**config.mk**
```make
export PLATFORM = sky130hd
export DESIGN_NAME = deserializer_flat
export DESIGN_NICKNAME = d
export VERILOG_FILES = /design/src/rtl/deserializer_if.sv /design/src/rtl/deserializer.sv /design/src/flat_wrapper.sv
export SDC_FILE = /design/constraint.sdc
export NUM_CORES = 1
export LEC_CHECK = 0
export CAP_MARGIN = 20
export CORE_ASPECT_RATIO = 1.25
export CORE_MARGIN = 1
export CORE_UTILIZATION = 35
export DETAILED_ROUTE_END_ITERATION = 8
export PLACE_DENSITY = 0.64
export SYNTH_ARGS = -nofsm -noshare
export SYNTH_HDL_FRONTEND = slang
export SYNTH_SLANG_ARGS = --single-unit
```
**constraint.sdc**
```tcl
create_clock -name clk -period 1.9 [get_ports clk]
set_clock_uncertainty 0.15 [all_clocks]
set_input_delay 0.285 -clock clk [delete_from_list [all_inputs] [get_ports clk]]
set_output_delay 0.285 -clock clk [all_outputs]
set_load 0.1 [all_outputs]
```
**src/rtl/deserializer_if.sv**
```systemverilog
// Handshake bundle for the word deserializer: serial word input plus the
// parallel frame output. o_sum is present only when DESER_SUM_EN is defined.
interface deserializer_if #(
   parameter int DATA_W = 32,
   parameter int N      = 16
);
   localparam int OCNT_W = $clog2(N + 1);

   logic                     i_valid;
   logic                     i_ready;
   logic signed [DATA_W-1:0] i_data;
   logic                     o_valid;
   logic                     o_ready;
   logic signed [DATA_W-1:0] o_data [N];
   logic [OCNT_W-1:0]        o_count;
`ifdef DESER_SUM_EN
   logic signed [DATA_W+$clog2(N)-1:0] o_sum;
`endif

   modport slave (
      input  i_valid, i_data, o_ready,
      output i_ready, o_valid, o_data, o_count
`ifdef DESER_SUM_EN
      , output o_sum
`endif
   );

   modport master (
      output i_valid, i_data, o_ready,
      input  i_ready, o_valid, o_data, o_count
`ifdef DESER_SUM_EN
      , input o_sum
`endif
   );
endinterface

```
**src/rtl/deserializer.sv**
```systemverilog
// Collects N signed words into a parallel frame, first word in o_data[0].
// Optional running frame sum on o_sum when DESER_SUM_EN is defined.
module deserializer #(
   parameter int DATA_W = 32,
   parameter int N      = 16
) (
   input  logic           clk,
   input  logic           rst_n,
   input  logic           clr,
   deserializer_if.slave  bus
);
   localparam int CNT_W  = $clog2(N);
   localparam int OCNT_W = $clog2(N + 1);

   typedef enum logic [0:0] {FILL = 1'b0, HOLD = 1'b1} state_t;

   state_t                   state_r, state_s;
   logic [CNT_W-1:0]         cnt_r, cnt_s;
   logic [OCNT_W-1:0]        count_r, count_s;
   logic                     valid_r, valid_s;
   logic                     wr_en_s;
   logic [CNT_W-1:0]         wr_idx_s;
   logic                     i_ready_s;
   logic                     in_xfer_s;
   logic                     out_xfer_s;
   logic signed [DATA_W-1:0] data_r [N];

   assign i_ready_s  = (state_r == HOLD) ? (bus.o_ready & ~clr) : ~clr;
   assign in_xfer_s  = bus.i_valid & i_ready_s;
   assign out_xfer_s = valid_r & bus.o_ready;

   assign bus.i_ready = i_ready_s;
   assign bus.o_valid = valid_r;
   assign bus.o_count = count_r;
   assign bus.o_data  = data_r;

   // Next-state, write-enable and counter decode; clr overrides any handshake.
   always_comb begin
      state_s  = state_r;
      cnt_s    = cnt_r;
      count_s  = count_r;
      valid_s  = valid_r;
      wr_en_s  = 1'b0;
      wr_idx_s = cnt_r;
      if (clr) begin
         state_s = FILL;
         cnt_s   = {CNT_W{1'b0}};
         count_s = {OCNT_W{1'b0}};
         valid_s = 1'b0;
      end else begin
         case (state_r)
            FILL: begin
               if (in_xfer_s) begin
                  wr_en_s = 1'b1;
                  if (cnt_r == CNT_W'(N - 1)) begin
                     state_s = HOLD;
                     cnt_s   = {CNT_W{1'b0}};
                     count_s = OCNT_W'(N);
                     valid_s = 1'b1;
                  end else begin
                     cnt_s   = cnt_r + CNT_W'(1);
                     count_s = OCNT_W'(cnt_r) + OCNT_W'(1);
                  end
               end else begin
                  wr_en_s = 1'b0;
               end
            end
            HOLD: begin
               // An input transfer here implies an output transfer, so the
               // next frame starts in the same cycle the held one leaves.
               if (out_xfer_s) begin
                  state_s = FILL;
                  valid_s = 1'b0;
                  if (in_xfer_s) begin
                     wr_en_s  = 1'b1;
                     wr_idx_s = {CNT_W{1'b0}};
                     cnt_s    = CNT_W'(1);
                     count_s  = OCNT_W'(1);
                  end else begin
                     cnt_s    = {CNT_W{1'b0}};
                     count_s  = {OCNT_W{1'b0}};
                  end
               end else begin
                  state_s = HOLD;
               end
            end
            default: begin
               state_s = FILL;
               cnt_s   = {CNT_W{1'b0}};
               count_s = {OCNT_W{1'b0}};
               valid_s = 1'b0;
            end
         endcase
      end
   end

   // Control registers.
   always_ff @(posedge clk) begin
      if (!rst_n) begin
         state_r <= FILL;
         cnt_r   <= {CNT_W{1'b0}};
         count_r <= {OCNT_W{1'b0}};
         valid_r <= 1'b0;
      end else begin
         state_r <= state_s;
         cnt_r   <= cnt_s;
         count_r <= count_s;
         valid_r <= valid_s;
      end
   end

   // Frame storage; clr leaves contents untouched, only reset zeroes them.
   always_ff @(posedge clk) begin
      if (!rst_n) begin
         for (int i = 0; i < N; i++) begin
            data_r[i] <= {DATA_W{1'b0}};
         end
      end else if (wr_en_s) begin
         data_r[wr_idx_s] <= bus.i_data;
      end else begin
         data_r <= data_r;
      end
   end

`ifdef DESER_SUM_EN
   localparam int SUM_W = DATA_W + $clog2(N);

   logic signed [SUM_W-1:0] sum_r;
   logic signed [SUM_W-1:0] word_ext_s;

   assign word_ext_s = {{(SUM_W - DATA_W){bus.i_data[DATA_W-1]}}, bus.i_data};
   assign bus.o_sum  = sum_r;

   // Running sum, restarted by the word that lands in slot 0.
   always_ff @(posedge clk) begin
      if (!rst_n) begin
         sum_r <= {SUM_W{1'b0}};
      end else if (clr) begin
         sum_r <= {SUM_W{1'b0}};
      end else if (wr_en_s) begin
         if (wr_idx_s == {CNT_W{1'b0}}) begin
            sum_r <= word_ext_s;
         end else begin
            sum_r <= sum_r + word_ext_s;
         end
      end else begin
         sum_r <= sum_r;
      end
   end
`endif

endmodule

```
**src/flat_wrapper.sv**
```systemverilog
// flat-port wrapper written by rule: the top's interface ports become plain ports
module deserializer_flat 
#(
   parameter int DATA_W = 32,
   parameter int N      = 16
)
  (clk, rst_n, clr, bus_i_valid, bus_i_data, bus_o_ready, bus_i_ready, bus_o_valid, bus_o_data, bus_o_count);
  deserializer_if #(.DATA_W(DATA_W), .N(N)) bus_i ();
  input  logic clk;
  input  logic rst_n;
  input  logic clr;
  input wire logic [$bits(bus_i.i_valid)-1:0] bus_i_valid;
  input wire logic [$bits(bus_i.i_data)-1:0] bus_i_data;
  input wire logic [$bits(bus_i.o_ready)-1:0] bus_o_ready;
  output wire logic [$bits(bus_i.i_ready)-1:0] bus_i_ready;
  output wire logic [$bits(bus_i.o_valid)-1:0] bus_o_valid;
  output wire logic [$bits(bus_i.o_data)-1:0] bus_o_data;
  output wire logic [$bits(bus_i.o_count)-1:0] bus_o_count;
  assign bus_i.i_valid = bus_i_valid;
  assign bus_i.i_data = bus_i_data;
  assign bus_i.o_ready = bus_o_ready;
  assign bus_i_ready = bus_i.i_ready;
  assign bus_o_valid = bus_i.o_valid;
  assign bus_o_data = {>>{bus_i.o_data}};
  assign bus_o_count = bus_i.o_count;
  deserializer #(.DATA_W(DATA_W), .N(N)) u_core (.clk(clk), .rst_n(rst_n), .clr(clr), .bus(bus_i));
endmodule
```
==> flow_metrics.tcl <==
set metrics [dict create \
    drt_first_iter_violations 1920 \
    die_width_um 219 \
    wl_per_cell_um 26.1 \
    cts.clk_slew.worst_paths_ns 0.06 \
    route.final.wire_length_mm 94.4 \
    final_net_count 2860 \
    fp.dieH_um 274 \
    critical_path.n_buffers_inverters 3 \
    final_area_mm2 0.0359 \
    mappedNetlistArea_mm2 0.0207 \
    layout-drive-gt1-share 0.297 \
    slew_headroom 0.598 \
    syn_to_final_growth_pct 73.7 \
    ir_drop_uv 720 \
    ioPinCount 556 \
    clock_tree.htree_level_count 2 \
    detailedRoute.firstPassIterationCount 6 \
    floorplan.die_area_mm2 0.0600 \
    failing_checks "negative setup slack" \
    critical_path_peak_fanout 6 \
    whs_ns 0.0315 \
    grt_setup_unrepaired "yes" \
    vias 20600 \
    first_global_vias 19600 \
    critical_path.top_delay_family "buffers and inverters" \
    setup_viol 43 \
    pwr_density_cell_mw_per_mm2 672 \
    worstPathRequired_ns 1.46 \
    setup.worst_path.class "flip-flop to output pin" \
    synthesis.instances 2298 \
    synthFlopType "dfxtp_1" \
    timing.final.crit_share 1.03 \
    worstHoldPathType "input pin to flip-flop" \
    timing_max_transition_violations_final 0 \
    final_period_minus_worst_setup_slack_ns 1.96 \
    maxCapViolations 0 \
    core_mm2 0.0583 \
    worst_setup_path_start_kind "flip-flop" \
    seq_area_mm2 0.0104 \
    via_per_inst 5.70 \
    synth_cell_type_count 40 \
    gp_congestion 0.858 \
    grt-ovfl-total 0 \
    clock_root_buffer "clkbuf_16" \
    antenna_found_initial 3 \
    cp.arrival_ns 1.53 \
    mean_instance_size_in_the_synthesized_netlist_um2 8.99 \
    fillers 4506 \
    timing.critical_path.to_type "output pin" \
    portBuffers 555 \
    cts_made_buffers 53 \
    crit_path_frequent_cell "buf_12" \
    synthArstFlopShare 0 \
    grt_util_all_layers 0.291 \
    max-clock-path-buffers 3 \
    numClockSinks 519 \
    most_common_library_cell_in_the_layout_ignoring_fill_and_taps "buf_12" \
    synth.largest_area_cell "dfxtp_1" \
    postSynthRegisterBits 519 \
    cts_tree "built" \
    worst-slew-pin-transition_ns 0.603 \
    placedInstanceArea_mm2 0.0331 \
    synth_enable_flop_cells 0 \
    mappedNetlistNets 2336 \
    setup-tns-final_ns -0.686 \
    synth.yosys.warnings 0 \
    worst_slack_ns -0.0612 \
    critical-path-slowest-cell "dfxtp_2" \
    multi_input_area_mm2 0.00925 \
    synth-seq-area-share 0.503 \
    place_hpwl_mm 60.8 \
    hold_violations 0 \
    top_area_cells_in_the_synthesized_netlist "dfxtp_1 50%, a21boi_0 11%, nand3_1 9.4%" \
    layout_common_cells "590 x buf_12, 513 x dfxtp_1, 389 x nand3_1, 283 x o21ai_0, 272 x a21boi_0" \
    route.detailed.drc 0 \
    layout.core_utilization 0.615 \
    clk_lat_worst_skew_ns 0.61 \
    grt_first_pass_wirelength_mm 130 \
    netlist.area_leader.share 0.503 \
    cp_cell_sequence "buf_6 -> buf_12 -> a21oi_4 -> buf_12" \
    fmax_mhz 510 \
    floorplan.rows 99 \
    start_util 0.354 \
    power.static_leakage_nw 13.0 \
    grt_max_degree 129 \
    place_worst_setup_slack_ns -0.488 \
    status "finished with violations" \
    critical-path-max-stage-delay_ns 0.33 \
    final_antenna_net_count 0 \
]
-- registers in the layout, indices dropped and copies added (netlist names) --
register	count
u_core.bus.o_data	512
u_core.bus.o_count	5
u_core.bus.o_valid	1
u_core.state_r	1
-- where the power goes --
part,internal (mW),switching (mW)
clock,6.63,4.56
combinational,0.693,1.26
sequential,10.9,0.0503
-- final timing paths --
kind / slack [ns] / startpoint / endpoint / depth (start not counted)
worst max-delay path: -0.06 / u_core.state_r$_SDFF_PP0_ / bus_i_ready / 4
worst min-delay path: 0.03 / bus_i_data[14] / u_core.bus.o_data[78]$_SDFFE_PN0P_ / 3
worst max register to register: -0.05 / u_core.state_r$_SDFF_PP0_ / u_core.bus.o_data[223]$_SDFFE_PN0P_ / 6
worst min register to register: 0.35 / u_core.bus.o_data[269]$_SDFFE_PN0P_ / u_core.bus.o_data[269]$_SDFFE_PN0P_ / 2
-- worst min-delay path: cells and delay by family --
family,cells,cell delay (ns)
AO/OA/AOI/OAI,1,0.06
AND/OR/NAND/NOR,1,0.14
buffers and inverters,1,0.25
-- layout make-up --
cell class,count,area share
Sequential cell,519,0.290
Tap cell,757,0.0264
Clock buffer,80,0.0446
Inverter,2,0.000209
Multi-Input combinational cell,1497,0.258
Clock inverter,17,0.00690
Antenna cell,2,0.000139
Timing Repair Buffer,749,0.374
-- Yosys cell counts, types with 3 or more instances --
cell type  instances
or3_1              3
nand3_1          389
or3b_1             3
and4bb_2           3
buf_6              5
mux2i_1          128
buf_1             11
buf_8              3
clkbuf_1         206
a21boi_0         316
dfxtp_1          519
buf_2             51
o21ai_0          385
a21boi_1          68
buf_4              5
a21oi_1            8
nand2_1          166
-- cell families (layout without fill, tap and decap cells) --
kind of cell | after synthesis | count (layout) | synth area share
muxes | 128 | 128 | 0.0620
buffers and inverters | 283 | 848 | 0.0588
other | 0 | 2 | 0
and+or+nand+nor | 586 | 587 | 0.139
DFF | 519 | 519 | 0.503
AOI/OAI and AO/OA | 780 | 780 | 0.236
xor gates and xnor gates | 1 | 1 | 0.000424
adders and majority gates | 1 | 1 | 0.000605
-- metrics by stage --
stage / std cells / total power, mW
4_1_cts: 3586 / 24.1
3_3_place_gp: 3471 / 13.0
3_5_place_dp: 3471 / 13.0
6_report: 3623 / 24.1
2_1_floorplan: 2298 / 12.1
5_1_grt: 3623 / 24.7
-- per-layer routing --
layer  global-route usage  vias up  wire length (um)
met1                0.354    10100             35500
li1                     -     9140                 -
met2                0.465     1142             44700
met4                0.170        2              5870
met5                    0        -                13
met3               0.0716      273              8320
-- what timing repair did --
item	4_1_cts	5_1_grt
hold buffers	7	0
endpoints found under the setup margin	10	325
hold endpoints to repair	36	0
buffers inserted	7	20
pin swaps	3	8
resized for setup	7	143
cloned	4	15
(Power assumes the default switching activity.)
